--- src/rtl/accel_frame_bridge.sv ---
// Accelerometer conditioning bridge: per-channel moving average with deadband hold,
// published to the renderer only on vsync falling edges. Define CALIB_OFFSET_EN for offset calibration.

module accel_frame_bridge_lane #(
    parameter int DATA_W   = 16,
    parameter int AVG_LOG2 = 3,
    parameter int DEADBAND = 4
) (
    input  logic                clk,
    input  logic                rst_n,
    input  logic                en,
    input  logic                cal_en,
    input  logic [AVG_LOG2-1:0] wp,
    input  logic [DATA_W-1:0]   sample,
    output logic [DATA_W-1:0]   held
);
    localparam int DEPTH = 1 << AVG_LOG2;
    localparam int SUM_W = DATA_W + AVG_LOG2;

    logic [DATA_W-1:0]        hist [DEPTH];
    logic [DATA_W-1:0]        old;
    logic signed [SUM_W-1:0]  sum;
    logic signed [SUM_W-1:0]  new_sum;
    logic signed [DATA_W-1:0] avg;
    logic signed [DATA_W-1:0] cand;
    logic [DATA_W:0]          delta;
    logic [DATA_W:0]          mag;
    logic                     upd;

    assign old     = hist[wp];
    assign new_sum = sum - $signed({{AVG_LOG2{old[DATA_W-1]}}, old})
                         + $signed({{AVG_LOG2{sample[DATA_W-1]}}, sample});
    // Dropping the low bits of a two's complement sum is a floor divide.
    assign avg     = new_sum[SUM_W-1:AVG_LOG2];

`ifdef CALIB_OFFSET_EN
    logic signed [DATA_W-1:0] offset;
    logic [DATA_W:0]          corr;

    assign corr = {avg[DATA_W-1], avg} - {offset[DATA_W-1], offset};

    always_comb begin
        cand = corr[DATA_W-1:0];
        if (corr[DATA_W] != corr[DATA_W-1])
            cand = corr[DATA_W] ? {1'b1, {(DATA_W-1){1'b0}}} : {1'b0, {(DATA_W-1){1'b1}}};
    end

    always_ff @(posedge clk or negedge rst_n) begin
        if (!rst_n)
            offset <= '0;
        else if (cal_en)
            offset <= $signed(held) + offset;
    end
`else
    logic unused_cal;
    assign unused_cal = cal_en;
    assign cand       = avg;
`endif

    // One extra bit keeps the difference of two DATA_W values exact.
    assign delta = {cand[DATA_W-1], cand} - {held[DATA_W-1], held};
    assign mag   = delta[DATA_W] ? (~delta + (DATA_W+1)'(1)) : delta;
    assign upd   = mag > (DATA_W+1)'(DEADBAND);

    always_ff @(posedge clk or negedge rst_n) begin
        if (!rst_n) begin
            sum  <= '0;
            held <= '0;
            for (int i = 0; i < DEPTH; i++) hist[i] <= '0;
        end else if (en) begin
            sum      <= new_sum;
            hist[wp] <= sample;
            if (upd) held <= cand;
        end
    end
endmodule

module accel_frame_bridge #(
    parameter int NUM_CH   = 2,
    parameter int DATA_W   = 16,
    parameter int AVG_LOG2 = 3,
    parameter int DEADBAND = 4
) (
    input  logic                     MAX10_CLK1_50,
    input  logic                     RST_N,
    input  logic [NUM_CH*DATA_W-1:0] in_data,
    input  logic                     in_valid,
    input  logic                     vga_vs,
    input  logic                     cal_req,
    output logic [NUM_CH*DATA_W-1:0] out_data,
    output logic                     out_valid,
    output logic                     busy,
    output logic [7:0]               drop_cnt
);
    localparam int CH_W = (NUM_CH > 1) ? $clog2(NUM_CH) : 1;
    localparam logic [CH_W-1:0] LAST_CH = CH_W'(NUM_CH - 1);

    typedef enum logic [1:0] {S_IDLE, S_PROC, S_COMMIT, S_CAL} state_t;

    state_t                    state;
    logic [CH_W-1:0]           ch;
    logic [AVG_LOG2-1:0]       wp;
    logic [NUM_CH*DATA_W-1:0]  smp;
    logic [NUM_CH*DATA_W-1:0]  held_flat;
    logic                      vs_prev;
    logic                      vs_fall;
    logic                      cal_en;

`ifdef CALIB_OFFSET_EN
    assign cal_en = (state == S_CAL);
`else
    logic unused_req;
    assign unused_req = cal_req;
    assign cal_en     = 1'b0;
`endif

    always_ff @(posedge MAX10_CLK1_50 or negedge RST_N) begin
        if (!RST_N) begin
            state    <= S_IDLE;
            ch       <= '0;
            wp       <= '0;
            smp      <= '0;
            busy     <= 1'b0;
            drop_cnt <= '0;
        end else begin
            if (in_valid && state != S_IDLE && drop_cnt != 8'hFF)
                drop_cnt <= drop_cnt + 8'd1;
            case (state)
                S_IDLE:
                    if (in_valid) begin
                        smp   <= in_data;
                        ch    <= '0;
                        state <= S_PROC;
                        busy  <= 1'b1;
                    end
`ifdef CALIB_OFFSET_EN
                    else if (cal_req) begin
                        state <= S_CAL;
                        busy  <= 1'b1;
                    end
`endif
                S_PROC:
                    if (ch == LAST_CH) state <= S_COMMIT;
                    else               ch    <= ch + CH_W'(1);
                S_COMMIT: begin
                    wp    <= wp + AVG_LOG2'(1);
                    state <= S_IDLE;
                    busy  <= 1'b0;
                end
                default: begin
                    state <= S_IDLE;
                    busy  <= 1'b0;
                end
            endcase
        end
    end

    for (genvar c = 0; c < NUM_CH; c++) begin : g_lane
        accel_frame_bridge_lane #(
            .DATA_W  (DATA_W),
            .AVG_LOG2(AVG_LOG2),
            .DEADBAND(DEADBAND)
        ) u_lane (
            .clk   (MAX10_CLK1_50),
            .rst_n (RST_N),
            .en    (state == S_PROC && ch == CH_W'(c)),
            .cal_en(cal_en),
            .wp    (wp),
            .sample(smp[c*DATA_W +: DATA_W]),
            .held  (held_flat[c*DATA_W +: DATA_W])
        );
    end

    // Snapshot held values at the edge cycle; lanes updating that same edge show their old value.
    assign vs_fall = vs_prev & ~vga_vs;

    always_ff @(posedge MAX10_CLK1_50 or negedge RST_N) begin
        if (!RST_N) begin
            vs_prev   <= 1'b0;
            out_data  <= '0;
            out_valid <= 1'b0;
        end else begin
            vs_prev   <= vga_vs;
            out_valid <= vs_fall;
            if (vs_fall) out_data <= held_flat;
        end
    end
endmodule

--- config.mk ---
export PLATFORM = sky130hd
export DESIGN_NAME = accel_frame_bridge
export DESIGN_NICKNAME = d
export VERILOG_FILES = /design/src/rtl/accel_frame_bridge.sv
export SDC_FILE = /design/constraint.sdc
export NUM_CORES = 1
export LEC_CHECK = 0
export BUFFER_PORTS_ARGS = -buffer_cell sky130_fd_sc_hd__buf_2
export CAP_MARGIN = 40
export CORE_UTILIZATION = 65
export CTS_CLUSTER_SIZE = 40
export DETAILED_ROUTE_END_ITERATION = 7
export PLACE_DENSITY_LB_ADDON = 0.15
export SLEW_MARGIN = 15
export SYNTH_ARGS = -nofsm -noshare
export SYNTH_HDL_FRONTEND = slang
export SYNTH_HIERARCHICAL = 1
export SYNTH_SLANG_ARGS = --single-unit
--- constraint.sdc ---
create_clock -name MAX10_CLK1_50 -period 16.45 [get_ports MAX10_CLK1_50]
set_clock_uncertainty 0.15 [all_clocks]
set_input_delay 2.4675 -clock MAX10_CLK1_50 [delete_from_list [all_inputs] [get_ports MAX10_CLK1_50]]
set_output_delay 2.4675 -clock MAX10_CLK1_50 [all_outputs]
set_load 0.01 [all_outputs]
==> impl_results.md, run 1 <==
- Synth Area per Inst: 10.6 um^2
- TritonCTS Sinks: 407
- Routability congestion estimate: 0.890
- Most common cell after layout, fill and taps aside: dfrtp_1
- Total number of vias: 16400
- Syn. warnings: 6
- Leading cell types in the layout, fill and taps excluded: dfrtp_1 (404), mux2_2 (271), inv_1 (200), nand2_1 (200), o21ai_0 (197)
- Clk_lat worst skew: 0.58 ns
- Clk root buf: clkbuf_16
- Level count of the clock H-tree: 2
- Antenna viol nets, final: 0
- CTS tree: done
- Worst setup EP type: register
- Final setup viols: 0
- Die span in x: 189 um
- Fin crit share: 0.601
- Kind of critical path: register to register
- Synthesized instance count: 2147
- Max incr delay on CP: 0.95 ns
- Layout cells sized above 1: 0.234
- # IOs: 79
- Drt pass-1 iters: 5
- Post-DP HPWL: 34.9 mm
- Vias/cell: 6.09
- Pin count of the biggest net entering global routing: 181
- Routed WL per cell: 19.5 um
- Post-CTS sizing: 0
- Cell row count: 68
- M1 WL: 21.2 mm
- Crit path required time: 16.76 ns
- Met3 WL post-DR: 2.17 mm
- Status: finished clean
- Setup TNS: 0 ns
- WP buf/inv: 4
- Worst path slowest cell: dfrtp_4
- Setup bufs post-CTS: 0
- Family with the most delay on the worst path: compound AO/OA/AOI/OAI gates
- Initial antenna violation count: 0
- First-pass GRT wire length: 86.2 mm
- Drt initial violations: 1062
- Wirelength, routed: 52.3 mm
- Slew headroom: 0.379
- Grt total ovfl: 0
- Unrepaired setup endpoints after global routing: no
- Metal2 WL: 26.4 mm
- Crit-path max FO: 63
- Largest buffer count on any clock path: 3
- Slew Limit Fails: 0
- Syn nets: 2298
- Final nets: 2354
- Maxcap violations: 0
- Die Footprint: 35800 um^2
- Height of the die: 189 um
- # hold bufs at CTS: 0
- Final Hold Fails: 0
- Tightest Pin Transition: 0.932 ns
- Vias in the first global route: 17000
- Min cycle time layout: 9.89 ns
- Drc violations: 0
- Starting Density: 0.660
- Ant. Diodes: 0
- CTS Buf Count: 44
- CP Launch Type: register
- Port buffer count: 77
- Gr usage total: 0.302
- DR top layer: met4
- Hold Path Class: register to register
- Clk slew on worst S/H paths: 0.06 ns
- Critical path data arrival time: 10.20 ns
- Fmax: 101 MHz
- Total core area: 34500 um^2
- Post-synthesis cell area: 22800 um^2
- Synth-to-Final Area Change: 11.1%
-- per-layer routing --
| metal | global-route usage | vias up |
|---|---|---|
| met5 | 0 | - |
| met3 | 0.0347 | 143 |
| li1 | - | 7666 |
| met1 | 0.371 | 8138 |
| met2 | 0.523 | 438 |
| met4 | 0.165 | 0 |
-- worst reg2reg max path: cells and delay by family (launching register included) --
kind	cells	cell delay, ns
compound gates	15	4.50
xor+xnor	1	0.21
buf+inv	4	1.46
simple gates	5	0.87
mux	1	0.36
flops	1	0.95
fa+ha+maj	3	1.24
-- layout make-up --
cell class	instances	area, um^2
Multi-Input combinational cell	1436	11400
Sequential cell	407	10200
Tap cell	455	569
Inverter	200	751
Clock buffer	64	1320
Fill cell	2465	9190
Clock inverter	13	225
Timing Repair Buffer	114	791
-- path summary, 6_finish.rpt --
kind | start | to | slack [ns] | cells past startpoint
max | wp[0]$_DFFE_PN0N_ | g_lane[0].u_lane/held[15]$_DFFE_PN0P_ | 6.56 | 29
min | g_lane[0].u_lane/hist[41]$_DFFE_PN0P_ | g_lane[0].u_lane/hist[41]$_DFFE_PN0P_ | 0.32 | 2
max reg2reg | wp[0]$_DFFE_PN0N_ | g_lane[0].u_lane/held[15]$_DFFE_PN0P_ | 6.56 | 29
min reg2reg | g_lane[0].u_lane/hist[41]$_DFFE_PN0P_ | g_lane[0].u_lane/hist[41]$_DFFE_PN0P_ | 0.32 | 2
max in group asynchronous | RST_N | g_lane[0].u_lane/held[1]$_DFFE_PN0P_ | 12.50 | 4
min in group asynchronous | RST_N | smp[21]$_DFFE_PN0P_ | 1.78 | 1
-- stage by stage --
| step | hold slack [ns] | setup WS [ns] | instance area [um^2] | cells | util |
|---|---|---|---|---|---|
| 4_1_cts | 0.328 | 6.74 | 25200 | 2688 | 0.733 |
| 2_1_floorplan | 0.294 | 8.91 | 22800 | 2147 | - |
| 3_5_place_dp | 0.314 | 6.79 | 23700 | 2611 | 0.688 |
| 5_1_grt | 0.349 | 5.89 | 25300 | 2689 | 0.733 |
| 6_report | 0.325 | 6.56 | 25300 | 2689 | 0.733 |
| 3_3_place_gp | 0.305 | 6.93 | 23500 | 2600 | 0.683 |
-- flip-flops by register name, summed over array words and instances, names as in the netlist, 2 cells and up --
signal              cells
g_lane.u_lane/hist    256
out_data               32
smp                    32
g_lane.u_lane/held     32
drop_cnt                8
state                   2
wp                      3
g_lane.u_lane/sum      38
Power of run 1 is not shown: default switching activity piles up to over one toggle a cycle in this logic, so the estimate is an artifact.
==> inputs of run 2 (changes only) <==
- CORE_UTILIZATION: 65 -> 57
- clock period: 16.45 -> 8.1 ns (I/O delays scaled with it)
==> run 2 against run 1 <==
Against the previous run: register-to-register slack worse by 6.1 ns; cell count up 3.7%; cell area up 1.2%; critical endpoint is now g_lane[0].u_lane/held[4]$_DFFE_PN0P_.
==> impl_results.md, run 2 (same netlist as run 1, synthesis figures left out) <==
- Status: finished clean (unchanged)
- Final Hold Fails: 0 (unchanged)
- Ant. Diodes: 0 (unchanged)
- Hold Crit Depth: 2 (unchanged)
- Reg2reg path depth: 30 (was 29)
- Clk root buf: clkbuf_16 (unchanged)
- Tightest Pin Transition: 0.956 ns (was 0.932 ns)
- Crit path required time: 8.39 ns (was 16.76 ns)
- Vias in the first global route: 17200 (was 17000)
- Fmax: 131 MHz (was 101 MHz)
- Hold Path Class: register to register (unchanged)
- Setup TNS: 0 ns (unchanged)
- First-pass GRT wire length: 88.1 mm (was 86.2 mm)
- Starting Density: 0.583 (was 0.660)
- Largest register FFs: 256 (unchanged)
- Layout cells sized above 1: 0.245 (was 0.234)
- Total number of vias: 16300 (was 16400)
- Final core occ: 0.656 (was 0.733)
- Worst path slowest cell: dfrtp_2 (was dfrtp_4)
- Port buffer count: 77 (unchanged)
- Final nets: 2393 (was 2354)
- Worst setup EP type: register (unchanged)
- Critical path data arrival time: 7.91 ns (was 10.20 ns)
- Drc violations: 0 (unchanged)
- Pin count of the biggest net entering global routing: 156 (was 181)
- Biggest regs: g_lane.u_lane/hist: 256 flops, g_lane.u_lane/sum: 38 flops (unchanged)
- Family with the most delay on the worst path: compound AO/OA/AOI/OAI gates (unchanged)
- Total core area: 39000 um^2 (was 34500 um^2)
- R2r setup slk: 0.47 ns (was 6.56 ns)
- R2R Path Start: wp[2]$_DFFE_PN0N_ (was wp[0]$_DFFE_PN0N_)
- Kind of critical path: register to register (unchanged)
- Hold path start: g_lane[1].u_lane/hist[69]$_DFFE_PN0P_ (was g_lane[0].u_lane/hist[41]$_DFFE_PN0P_)
- Post-DP HPWL: 37.3 mm (was 34.9 mm)
- Final setup viols: 0 (unchanged)
- Layout fillers: 3096 (was 2465)
- Die Footprint: 40700 um^2 (was 35800 um^2)
- Grt total ovfl: 0 (unchanged)
- Clk_lat worst skew: 0.57 ns (was 0.58 ns)
- CTS tree: done (unchanged)
- CTS Buf Count: 46 (was 44)
- Largest reg by FF count: g_lane.u_lane/hist (unchanged)
- Synth-to-Final Area Change: 12.5% (was 11.1%)
- Maxcap violations: 0 (unchanged)
- Wirelength, routed: 52.5 mm (was 52.3 mm)
- Setup bufs post-CTS: 0 (unchanged)
- Slew Limit Fails: 0 (unchanged)
- # IOs: 79 (unchanged)
- Crit-path max FO: 19 (was 63)
- Largest buffer count on any clock path: 3 (unchanged)
- Vias/cell: 5.86 (was 6.09)
- Clk slew on worst S/H paths: 0.06 ns (about the same)
- Level count of the clock H-tree: 2 (unchanged)
- Max incr delay on CP: 0.63 ns (was 0.95 ns)
- Cell row count: 72 (was 68)
- Slew headroom: 0.362 (was 0.379)
- Gr usage total: 0.267 (was 0.302)
- Drt pass-1 iters: 7 (was 5)
- Drt initial violations: 811 (was 1062)
- R2R Path End: g_lane[0].u_lane/held[4]$_DFFE_PN0P_ (was g_lane[0].u_lane/held[15]$_DFFE_PN0P_)
- Leading cell types in the layout, fill and taps excluded: dfrtp_1 (404), mux2_2 (271), inv_1 (200), nand2_1 (200), o21ai_0 (196) (was dfrtp_1 (404), mux2_2 (271), inv_1 (200), nand2_1 (200), o21ai_0 (197))
- Unrepaired setup endpoints after global routing: no (unchanged)
- TritonCTS Sinks: 407 (unchanged)
- CP Launch Type: register (unchanged)
- Worst hold endpoint: g_lane[1].u_lane/hist[69]$_DFFE_PN0P_ (was g_lane[0].u_lane/hist[41]$_DFFE_PN0P_)
- Antenna viol nets, final: 0 (unchanged)
- Min cycle time layout: 7.63 ns (was 9.89 ns)
- Routability congestion estimate: 0.893 (was 0.890)
- Die span in x: 202 um (was 189 um)
- Height of the die: 202 um (was 189 um)
- Routed WL per cell: 18.8 um (was 19.5 um)
- Fin crit share: 0.942 (was 0.601)
- Initial antenna violation count: 0 (unchanged)
- Most common cell after layout, fill and taps aside: dfrtp_1 (unchanged)
- WP buf/inv: 4 (unchanged)
==> run 2: cell types whose count changed in the layout (fill, tap and decap cells not counted), moves of 2 or more <==
cell,previous run,this run
buf_4,24,61
bufinv_16,5,3
inv_16,2,0
clkbuf_1,7,10
buf_12,1,4
buf_8,10,6
clkbuf_8,12,10
clkinvlp_4,2,0
buf_6,0,2
clkbuf_16,45,47
==> run 2: final cells by class <==
type | count | area, um^2 | area share
Clock buffer | 67 | 1350 | 0.0528
Inverter | 200 | 751 | 0.0293
Timing Repair Buffer | 151 | 1090 | 0.0424
Clock inverter | 10 | 135 | 0.00528
Sequential cell | 407 | 10200 | 0.398
Tap cell | 518 | 648 | 0.0253
Multi-Input combinational cell | 1436 | 11400 | 0.446
==> run 2: stage by stage <==
step                      hold WS (ns)  setup WS, ns  cell area, um^2  cells
after global routing             0.354        0.0200            25600   2789
final                            0.324         0.473            25600   2789
after detailed placement         0.315         0.433            24100   2712
after floorplan                  0.294         0.563            22800   2147
after global placement           0.306         0.483            23900   2703
after CTS                        0.327         0.383            25600   2789
==> run 2: layer usage <==
layer | part of all wire | global-route usage | vias to the layer above
met2 | 0.50 | 0.463 | 299
met4 | 0.044 | 0.123 | 0
met1 | 0.43 | 0.337 | 8168
met3 | 0.028 | 0.0292 | 133
li1 | - | - | 7733
met5 | 0 | 0 | -
==> run 2: how the worst max path moves through the flow <==
stage                 startpoint                                     to  depth (start not counted)
6_report       wp[2]$_DFFE_PN0N_   g_lane[0].u_lane/held[4]$_DFFE_PN0P_                         30
5_1_grt        wp[1]$_DFFE_PN0N_   g_lane[0].u_lane/held[4]$_DFFE_PN0P_                         31
4_1_cts        wp[1]$_DFFE_PN0N_  g_lane[1].u_lane/held[14]$_DFFE_PN0P_                         31
3_5_place_dp   wp[1]$_DFFE_PN0N_  g_lane[1].u_lane/held[10]$_DFFE_PN0P_                         31
3_3_place_gp   wp[1]$_DFFE_PN0N_  g_lane[1].u_lane/held[11]$_DFFE_PN0P_                         31
2_1_floorplan  wp[0]$_DFFE_PN0N_  g_lane[1].u_lane/held[10]$_DFFE_PN0P_                         32
==> run 2: what timing repair did <==
action	CTS	global route
setup endpoints to repair	0	30
resized for setup	0	4
hold buffers	0	0
==> run 2: worst min-delay path, stage by stage, from the launching register on <==
cell     delay [ns]
dfrtp_1        0.34
nand2_1        0.04
o21ai_0        0.06
Power of run 2 is left out for the same reason.
